--- config.mk ---
export PLATFORM = sky130hd
export DESIGN_NAME = nonce_search_engine
export DESIGN_NICKNAME = d
export VERILOG_FILES = /design/src/rtl/nonce_search_pkg.sv /design/src/rtl/block_concat.sv /design/src/rtl/nonce_search_engine.sv
export SDC_FILE = /design/constraint.sdc
export NUM_CORES = 1
export LEC_CHECK = 0
export CAP_MARGIN = 20
export CORE_AREA = 4 4 162 164
export CTS_CLUSTER_DIAMETER = 80
export CTS_CLUSTER_SIZE = 25
export DETAILED_ROUTE_END_ITERATION = 10
export DIE_AREA = 0 0 166 168
export DONT_BUFFER_PORTS = 1
export PLACE_DENSITY_LB_ADDON = 0.2
export SYNTH_ARGS = -nofsm -noshare
export SYNTH_HDL_FRONTEND = slang
export SYNTH_SLANG_ARGS = --single-unit
export TNS_END_PERCENT = 5
--- constraint.sdc ---
create_clock -name clk -period 4.4 [get_ports clk]
set_clock_uncertainty 0.1 [all_clocks]
set_input_delay 0.44 -clock clk [delete_from_list [all_inputs] [get_ports clk]]
set_output_delay 0.44 -clock clk [all_outputs]
set_load 0.05 [all_outputs]
--- src/rtl/nonce_search_pkg.sv ---
// rtl/nonce_search_pkg.sv - shared types, default widths and block sizing for the nonce search engine
package nonce_search_pkg;

    typedef enum logic [2:0] {
        S_IDLE,
        S_ISSUE,
        S_WAIT,
        S_CHECK,
        S_DONE
    } state_t;

    localparam int DEF_HEADER_BYTES = 12;
    localparam int DEF_NONCE_BYTES  = 4;
    localparam int DEF_HASH_BYTES   = 3;
    localparam int DEF_TARGET_BYTES = 1;
    localparam int DEF_TIMEOUT      = 64;

    function automatic int block_bytes(input int header_bytes, input int nonce_bytes);
        return header_bytes + nonce_bytes;
    endfunction

endpackage

--- src/rtl/block_concat.sv ---
// rtl/block_concat.sv - forms the hash input block {header, nonce}, header in the high bytes
module block_concat
    import nonce_search_pkg::*;
#(
    parameter int HEADER_BYTES = DEF_HEADER_BYTES,
    parameter int NONCE_BYTES  = DEF_NONCE_BYTES
) (
    input  logic [HEADER_BYTES-1:0][7:0]                          header,
    input  logic [NONCE_BYTES-1:0][7:0]                           nonce,
    output logic [block_bytes(HEADER_BYTES, NONCE_BYTES)-1:0][7:0] block
);

    assign block = {header, nonce};

endmodule

--- src/rtl/nonce_search_engine.sv ---
// rtl/nonce_search_engine.sv - walks a nonce range through an external hash core until a hash beats the target
module nonce_search_engine
    import nonce_search_pkg::*;
#(
    parameter int HEADER_BYTES = DEF_HEADER_BYTES,
    parameter int NONCE_BYTES  = DEF_NONCE_BYTES,
    parameter int HASH_BYTES   = DEF_HASH_BYTES,
    parameter int TARGET_BYTES = DEF_TARGET_BYTES,
    parameter int TIMEOUT      = DEF_TIMEOUT
) (
    input  logic                                      clk,
    input  logic                                      reset,
    input  logic                                      start,
    input  logic [HEADER_BYTES-1:0][7:0]              header,
    input  logic [NONCE_BYTES-1:0][7:0]               nonce_start,
    input  logic [NONCE_BYTES-1:0][7:0]               nonce_limit,
    input  logic [TARGET_BYTES-1:0][7:0]              target,
    output logic                                      hash_start,
    output logic [HEADER_BYTES+NONCE_BYTES-1:0][7:0]  hash_block,
    input  logic                                      hash_done,
    input  logic [HASH_BYTES-1:0][7:0]                hash_out,
    output logic                                      busy,
    output logic                                      found,
    output logic                                      exhausted,
    output logic                                      timeout_err,
    output logic [NONCE_BYTES-1:0][7:0]               nonce_out,
    output logic [HASH_BYTES-1:0][7:0]                hash_result,
    output logic [NONCE_BYTES*8:0]                    attempts
);

    localparam int NW = NONCE_BYTES * 8;
    localparam int AW = NONCE_BYTES * 8 + 1;
    localparam int WW = $clog2(TIMEOUT + 1);

    state_t                        state_q, state_d;
    logic [HEADER_BYTES-1:0][7:0]  header_q, header_d;
    logic [NONCE_BYTES-1:0][7:0]   nonce_q, nonce_d;
    logic [NONCE_BYTES-1:0][7:0]   limit_q, limit_d;
    logic [TARGET_BYTES-1:0][7:0]  target_q, target_d;
    logic [HASH_BYTES-1:0][7:0]    hash_result_q, hash_result_d;
    logic [AW-1:0]                 attempts_q, attempts_d;
    logic [WW-1:0]                 wait_cnt_q, wait_cnt_d;
    logic                          hash_start_q, hash_start_d;
    logic                          busy_q, busy_d;
    logic                          found_q, found_d;
    logic                          exhausted_q, exhausted_d;
    logic                          timeout_q, timeout_d;
    logic [TARGET_BYTES*8-1:0]     hash_msb;

    // Only the most-significant TARGET_BYTES of the hash take part in the threshold test.
    assign hash_msb = hash_result_q[HASH_BYTES-1 -: TARGET_BYTES];

    always_comb begin
        state_d       = state_q;
        header_d      = header_q;
        nonce_d       = nonce_q;
        limit_d       = limit_q;
        target_d      = target_q;
        hash_result_d = hash_result_q;
        attempts_d    = attempts_q;
        wait_cnt_d    = wait_cnt_q;
        hash_start_d  = 1'b0;
        busy_d        = busy_q;
        found_d       = found_q;
        exhausted_d   = exhausted_q;
        timeout_d     = timeout_q;
        case (state_q)
            S_IDLE, S_DONE: begin
                if (start) begin
                    header_d      = header;
                    nonce_d       = nonce_start;
                    limit_d       = nonce_limit;
                    target_d      = target;
                    hash_result_d = '0;
                    attempts_d    = '0;
                    found_d       = 1'b0;
                    timeout_d     = 1'b0;
                    if (nonce_start > nonce_limit) begin
                        exhausted_d = 1'b1;
                        busy_d      = 1'b0;
                        state_d     = S_DONE;
                    end else begin
                        exhausted_d  = 1'b0;
                        busy_d       = 1'b1;
                        hash_start_d = 1'b1;
                        state_d      = S_ISSUE;
                    end
                end
            end
            S_ISSUE: begin
                wait_cnt_d = '0;
                state_d    = S_WAIT;
            end
            S_WAIT: begin
                if (hash_done) begin
                    hash_result_d = hash_out;
                    attempts_d    = attempts_q + AW'(1);
                    state_d       = S_CHECK;
                end else if (wait_cnt_q == WW'(TIMEOUT - 1)) begin
                    timeout_d = 1'b1;
                    busy_d    = 1'b0;
                    state_d   = S_DONE;
                end else begin
                    wait_cnt_d = wait_cnt_q + WW'(1);
                end
            end
            S_CHECK: begin
                if (hash_msb < target_q) begin
                    found_d = 1'b1;
                    busy_d  = 1'b0;
                    state_d = S_DONE;
                end else if (nonce_q == limit_q) begin
                    // Stopping here, before the increment, is what keeps an all-ones limit from wrapping.
                    exhausted_d = 1'b1;
                    busy_d      = 1'b0;
                    state_d     = S_DONE;
                end else begin
                    nonce_d      = nonce_q + NW'(1);
                    hash_start_d = 1'b1;
                    state_d      = S_ISSUE;
                end
            end
            default: state_d = S_IDLE;
        endcase
    end

    always_ff @(posedge clk) begin
        if (reset) begin
            state_q       <= S_IDLE;
            header_q      <= '0;
            nonce_q       <= '0;
            limit_q       <= '0;
            target_q      <= '0;
            hash_result_q <= '0;
            attempts_q    <= '0;
            wait_cnt_q    <= '0;
            hash_start_q  <= 1'b0;
            busy_q        <= 1'b0;
            found_q       <= 1'b0;
            exhausted_q   <= 1'b0;
            timeout_q     <= 1'b0;
        end else begin
            state_q       <= state_d;
            header_q      <= header_d;
            nonce_q       <= nonce_d;
            limit_q       <= limit_d;
            target_q      <= target_d;
            hash_result_q <= hash_result_d;
            attempts_q    <= attempts_d;
            wait_cnt_q    <= wait_cnt_d;
            hash_start_q  <= hash_start_d;
            busy_q        <= busy_d;
            found_q       <= found_d;
            exhausted_q   <= exhausted_d;
            timeout_q     <= timeout_d;
        end
    end

    block_concat #(
        .HEADER_BYTES(HEADER_BYTES),
        .NONCE_BYTES (NONCE_BYTES)
    ) u_block_concat (
        .header(header_q),
        .nonce (nonce_q),
        .block (hash_block)
    );

    assign hash_start  = hash_start_q;
    assign busy        = busy_q;
    assign found       = found_q;
    assign exhausted   = exhausted_q;
    assign timeout_err = timeout_q;
    assign nonce_out   = nonce_q;
    assign hash_result = hash_result_q;
    assign attempts    = attempts_q;

endmodule

# Word-level counts from Yosys, hierarchy flattened
# Cells that the tools add are included.
# word_totals
ff_bits,240
input_bits,196
output_inout_bits,222
wordCells,111
# classes
n_addsub,3
order_cmp,2
eq_ne,17
muxes,42
reduce_logical,15
# ops
op,n
$mux W32,3
$mux W33,2
$pmux W33 S2,1
$pmux W32 S2,1
$mux W24,2
$pmux W24 S2,1
$add A33 B1 Y33 const B,1
$add A32 B1 Y32 const B,1
$eq A32 B32 Y1,1
$gt A32 B32 Y1,1
$mux W3,6
$ne A2 B2 Y1 const B,9
$mux W1,17
$mux W7,2
$pmux W7 S2,1
$pmux W3 S4,1
$reduce_and A4 Y1,3
$reduce_and A3 Y1,3
$lt A8 B8 Y1,1
$pmux W1 S2,4
$add A7 B1 Y7 const B,1
$eq A7 B6 Y1 const B,1
$eq A3 B2 Y1 const B,2
$ne A3 B3 Y1 const B,2
other kinds (9),12

# Longest topological paths before layout
# logic_depth
ltp_word,4
ltp_mapped,10
depth_no_buf,8

# Hierarchy
# Synthesis repeated with hierarchy kept, for this count alone.
# unflattened
cells_unflattened,1547
area_unflattened_um2,12288.0
# modules_own_cells
mod,n_inst,cells_each,area_per_inst_um2,seq_area_each_um2
nonce_search_engine,1,1419,11327.1,4804.6
block_concat,1,128,960.9,0.0

# Worst setup path after synthesis
# Ideal clock, no wire load.
# synth_timing
kind,reg-to-reg
start,reg hash_result_q (netlist bit hash_msb[1])
end,reg nonce_q (netlist bit nonce_out[0])
setup_time_ns,0.115
t_arrival_ns,2.239
required_ns,4.185
path_slack_ns,1.946
stages_incl_launch_ff,9
path_cell_list,dfxtp_1 ha_1 a2111o_1 a31o_1 buf_6 buf_2 o31ai_1 a41oi_1 o21a_1
# synth_between
elab_chain_len,3
# synth_rtl
item,line,source
from (decl),nonce_search_engine.sv:40,"logic [HASH_BYTES-1:0][7:0] hash_result_q, hash_result_d;"
from (signal assigned),nonce_search_engine.sv:148,hash_result_q <= hash_result_d;
$lt A8 B8 Y1,nonce_search_engine.sv:108,if (hash_msb < target_q) begin
$ne A2 B2 Y1 (no line),-,
$reduce_and A4 Y1 (no line),-,
to (signal assigned),nonce_search_engine.sv:145,nonce_q <= nonce_d;
to (decl),nonce_search_engine.sv:37,"logic [NONCE_BYTES-1:0][7:0] nonce_q, nonce_d;"
# Every way passes these cells.
# A chain may end at the register's enable or synchronous reset.

# Worst setup path in the final report
# layout_timing
start,reg hash_result_q (netlist bit hash_msb[6])
end,reg nonce_q (netlist bit nonce_out[1])
# The elaborated chain is that of the path after synthesis.

==> results.yml <==
routing:
  finalWirelength_mm: 39.13
  topRoutingLayerUsed: "met4"
  met3_length_mm: 3.608
  ant_nets: 0
  dr.pass1.iters: 5
  wl_per_cell_um: 20.80
  drc: 0
  vias: 10870
  first_iter_violations: 889
  wl_met1_mm: 15.18
  route.met2.wl_mm: 18.81
  avgViaCountPerCell: 5.776
logic_synthesis:
  yosys_warnings: 0
  synth_top_cell_by_area: "dfxtp_1"
  synthCells: 1451
  yosysSeqAreaShare: 0.4154
  synth.avg_cell_area_um2: 7.972
  ys_ff_latch: 240
  yosys.area_share.simple: 0.2432
  synthTopCellsByArea: "dfxtp_1, nand2_1, a21oi_1, ha_1, xor2_1"
  synth_top_family_by_area: "simple AND/OR/NAND/NOR gates"
  syn-cell-area_um2: 11570
  synthesis.nets: 1689
  synth_cell_types: 78
  async_flop_share: 0
  synth-xor-area-share: 0.04694
  synth_mux_area_frac: 0.001731
  synth_top_area_frac: 0.4154
  synthAdderAreaFrac: 0.04543
  synth_edf_count: 0
  synth_compound_area_frac: 0.1772
  synth_ff_type: "dfxtp_1"
clocking:
  cts_resized: 0
  root_buffer: "clkbuf_16"
  cts_sinks: 240
  cts_tree: "built"
  clock_latency_ns: 0.49
  clkTransAtPathRegs_ns: 0.09
  cts_htree_levels: 1
  clockBufferDepth: 3
  cts_buffers: 15
run:
  drv_cap: 0
cells_and_area:
  fin_nets: 1781
  area_delta_synth_final_pct: 19.18
  drive_gt1_frac: 0.06581
worst_setup_path:
  rr_startpoint: "hash_msb[6]"
  critPathLaunch: "hash_msb[6]"
  rrSetupSlack_ns: 1.16
  slowest_stage: "a31o_1"
  crit_arrival_ns: 3.48
  path_depth: 7
  path_cells: "ha_1, a21oi_1, o21ai_0, a31o_1, nor2_8, a21oi_2, a311oi_1"
  start_kind: "flop"
  r2r-end: "nonce_out[1]"
  crit_end: "nonce_out[1]"
  worst_path_dominant_cell_family: "compound AO/OA/AOI/OAI gates"
  critPathMaxFanout: 18
  cp-end-kind: "flop"
  reg2reg_depth: 7
  required_ns: 4.63
  path_buf_inv: 0
  path_class: "flop to flop"
  cpPeakStageDelay_ns: 0.78
timing:
  finalSetupViolations: 0
  post-route-period-util: 0.7371
  hold_viol_final: 0
  period_needed_ns: 3.243
  maxSlewHeadroom: 0.1979
  setup_tns_ns: 0
  drv_slew: 0
  tightest_slew_ns: 1.173
  worst_slack_ns: 1.157
  rsz0062_at_grt: "no"
  clock.fmax_mhz: 308.3
grt:
  grtUsageTotal: 0.2603
  grt_antenna_before_repair: 0
  grt_max_degree: 189
  grt_pass1_wl_mm: 59.45
  grt_pass1_vias: 10470
  grt_overflow: 0
placed_design:
  place_ws_ns: 1.196
  port_buffers: 0
  hpwl_mm: 26.40
  routabilityCongestion: 0.8719
power_and_ir_drop:
  power.density_nw_per_um2: 435.8
  ir_worst_vdd_mv: 0.3373
  p_sw_frac: 0.4013
  p_leak_nw: 5.308
  clkPwrFrac: 0.263
  pwr-share-comb: 0.257
  internal_power_w: 0.003597
  total_power_w: 0.006008
  pwr-share-seq: 0.480
  p_sw_w: 0.002411
floorplan:
  pin_count: 418
  die_width_um: 166
  initial_core_util: 0.4647
  die_y_um: 168
  die_area_um2: 27890
  core_um2: 24890
  rows: 58
run_status:
  status: "completed"
min_path:
  hold_class: "input pin to flop"
how the worst min path moves through the flow:
stage	slack [ns]	cells after the start	from	to
after floorplan	0.34	2	target_q[1]	target_q[1]
after global placement	0.34	2	target_q[5]	target_q[5]
after detailed placement	0.35	2	target_q[4]	target_q[4]
after CTS	0.006	2	header[73]	header_q[73]
after global routing	0.007	1	reset	state_q[2]
final	0.03	2	nonce_start[17]	nonce_out[17]
synthesized netlist by cell type (14+ instances only):
library cell / count
clkbuf_1: 59
buf_4: 32
ha_1: 42
dfxtp_1: 240
nand4_1: 29
inv_1: 44
nor2_1: 63
a21oi_1: 197
nor3_1: 14
xor2_1: 54
buf_2: 28
nand3_1: 67
nand2_1: 358
o21ai_0: 22
placed cells by master (no fill, tap or decap), types with 5 or more instances in the layout:
| cell | instances |
|---|---|
| a211oi_1 | 11 |
| a211oi_2 | 7 |
| a21oi_1 | 197 |
| a31oi_1 | 5 |
| a41oi_1 | 7 |
| and2_1 | 12 |
| and3_1 | 11 |
| and4_1 | 7 |
| buf_4 | 39 |
| clkbuf_16 | 15 |
| dfxtp_1 | 240 |
| dlygate4sd3_1 | 159 |
| ha_1 | 42 |
| inv_1 | 44 |
| nand2_1 | 357 |
| nand2b_1 | 6 |
| nand3_1 | 67 |
| nand4_1 | 29 |
| nor2_1 | 62 |
| nor3_1 | 14 |
| nor4_1 | 6 |
| nor4_2 | 6 |
| o21ai_0 | 22 |
| o22ai_1 | 8 |
| o311ai_0 | 6 |
| o31ai_1 | 7 |
| or3_1 | 7 |
| xnor2_1 | 8 |
| xor2_1 | 54 |
power by group through the flow:
stage	registers, W	logic (W)	clock network [W]
2_1_floorplan	0.00306	0.000974	0
3_3_place_gp	0.00293	0.00136	0
3_5_place_dp	0.00293	0.00138	0
4_1_cts	0.00288	0.00153	0.00163
5_1_grt	0.00290	0.00166	0.00171
6_report	0.00288	0.00154	0.00158
kinds of logic after synthesis:
| group | Yosys count |
|---|---|
| buffers and inverters | 169 |
| AO/OA/AOI/OAI | 327 |
| multiplexers | 2 |
| AND/OR/NAND/NOR | 609 |
| flip-flops | 240 |
| adder cells (fa/ha/maj) | 42 |
| XOR/XNOR | 62 |
flip-flops by register name, summed over array words and instances, names as in the netlist:
register	cells
header_q	96
attempts	33
limit_q	32
nonce_out	32
hash_result	16
hash_msb	8
target_q	8
wait_cnt_q	7
state_q	3
busy	1
exhausted	1
found	1
hash_start	1
timeout_err	1
worst register-to-register path, delay by kind of cell (launching register included):
kind | cells | cell delay (ns)
compound gates | 5 | 1.96
fa+ha+maj | 1 | 0.27
flops | 1 | 0.68
simple gates | 1 | 0.09
cell type report:
cell class / count / area (um2)
Fill cell: 2274 / 11110
Multi-Input combinational cell: 1042 / 5963
Sequential cell: 240 / 4805
Timing Repair Buffer: 200 / 1932
Tap cell: 330 / 412.9
Clock buffer: 17 / 382.9
Inverter: 44 / 165.2
Clock inverter: 7 / 122.6
Antenna cell: 1 / 2.502
what timing repair did:
| item | 4_1_cts | 5_1_grt |
|---|---|---|
| endpoints found under the hold margin | 188 | 1 |
| buffers inserted | 0 | 0 |
| hold buffers | 159 | 1 |
per-layer routing:
metal  vias up  track usage
met1      5134       0.3166
met4         0      0.09326
li1       5145            -
met2       496       0.4439
met5         -            0
met3        90      0.07208
stage by stage:
step                hold slack, ns    util  instances  cell area (um2)
CTS                       0.005773  0.5533       1879            13770
finish                     0.02755  0.5538       1881            13790
global route              0.006833  0.5537       1880            13780
floorplan                   0.3363       -       1451            11570
detailed placement          0.3469  0.4684       1696            11660
global placement            0.3400  0.4684       1696            11660
Power figures use the tool's default switching activity.
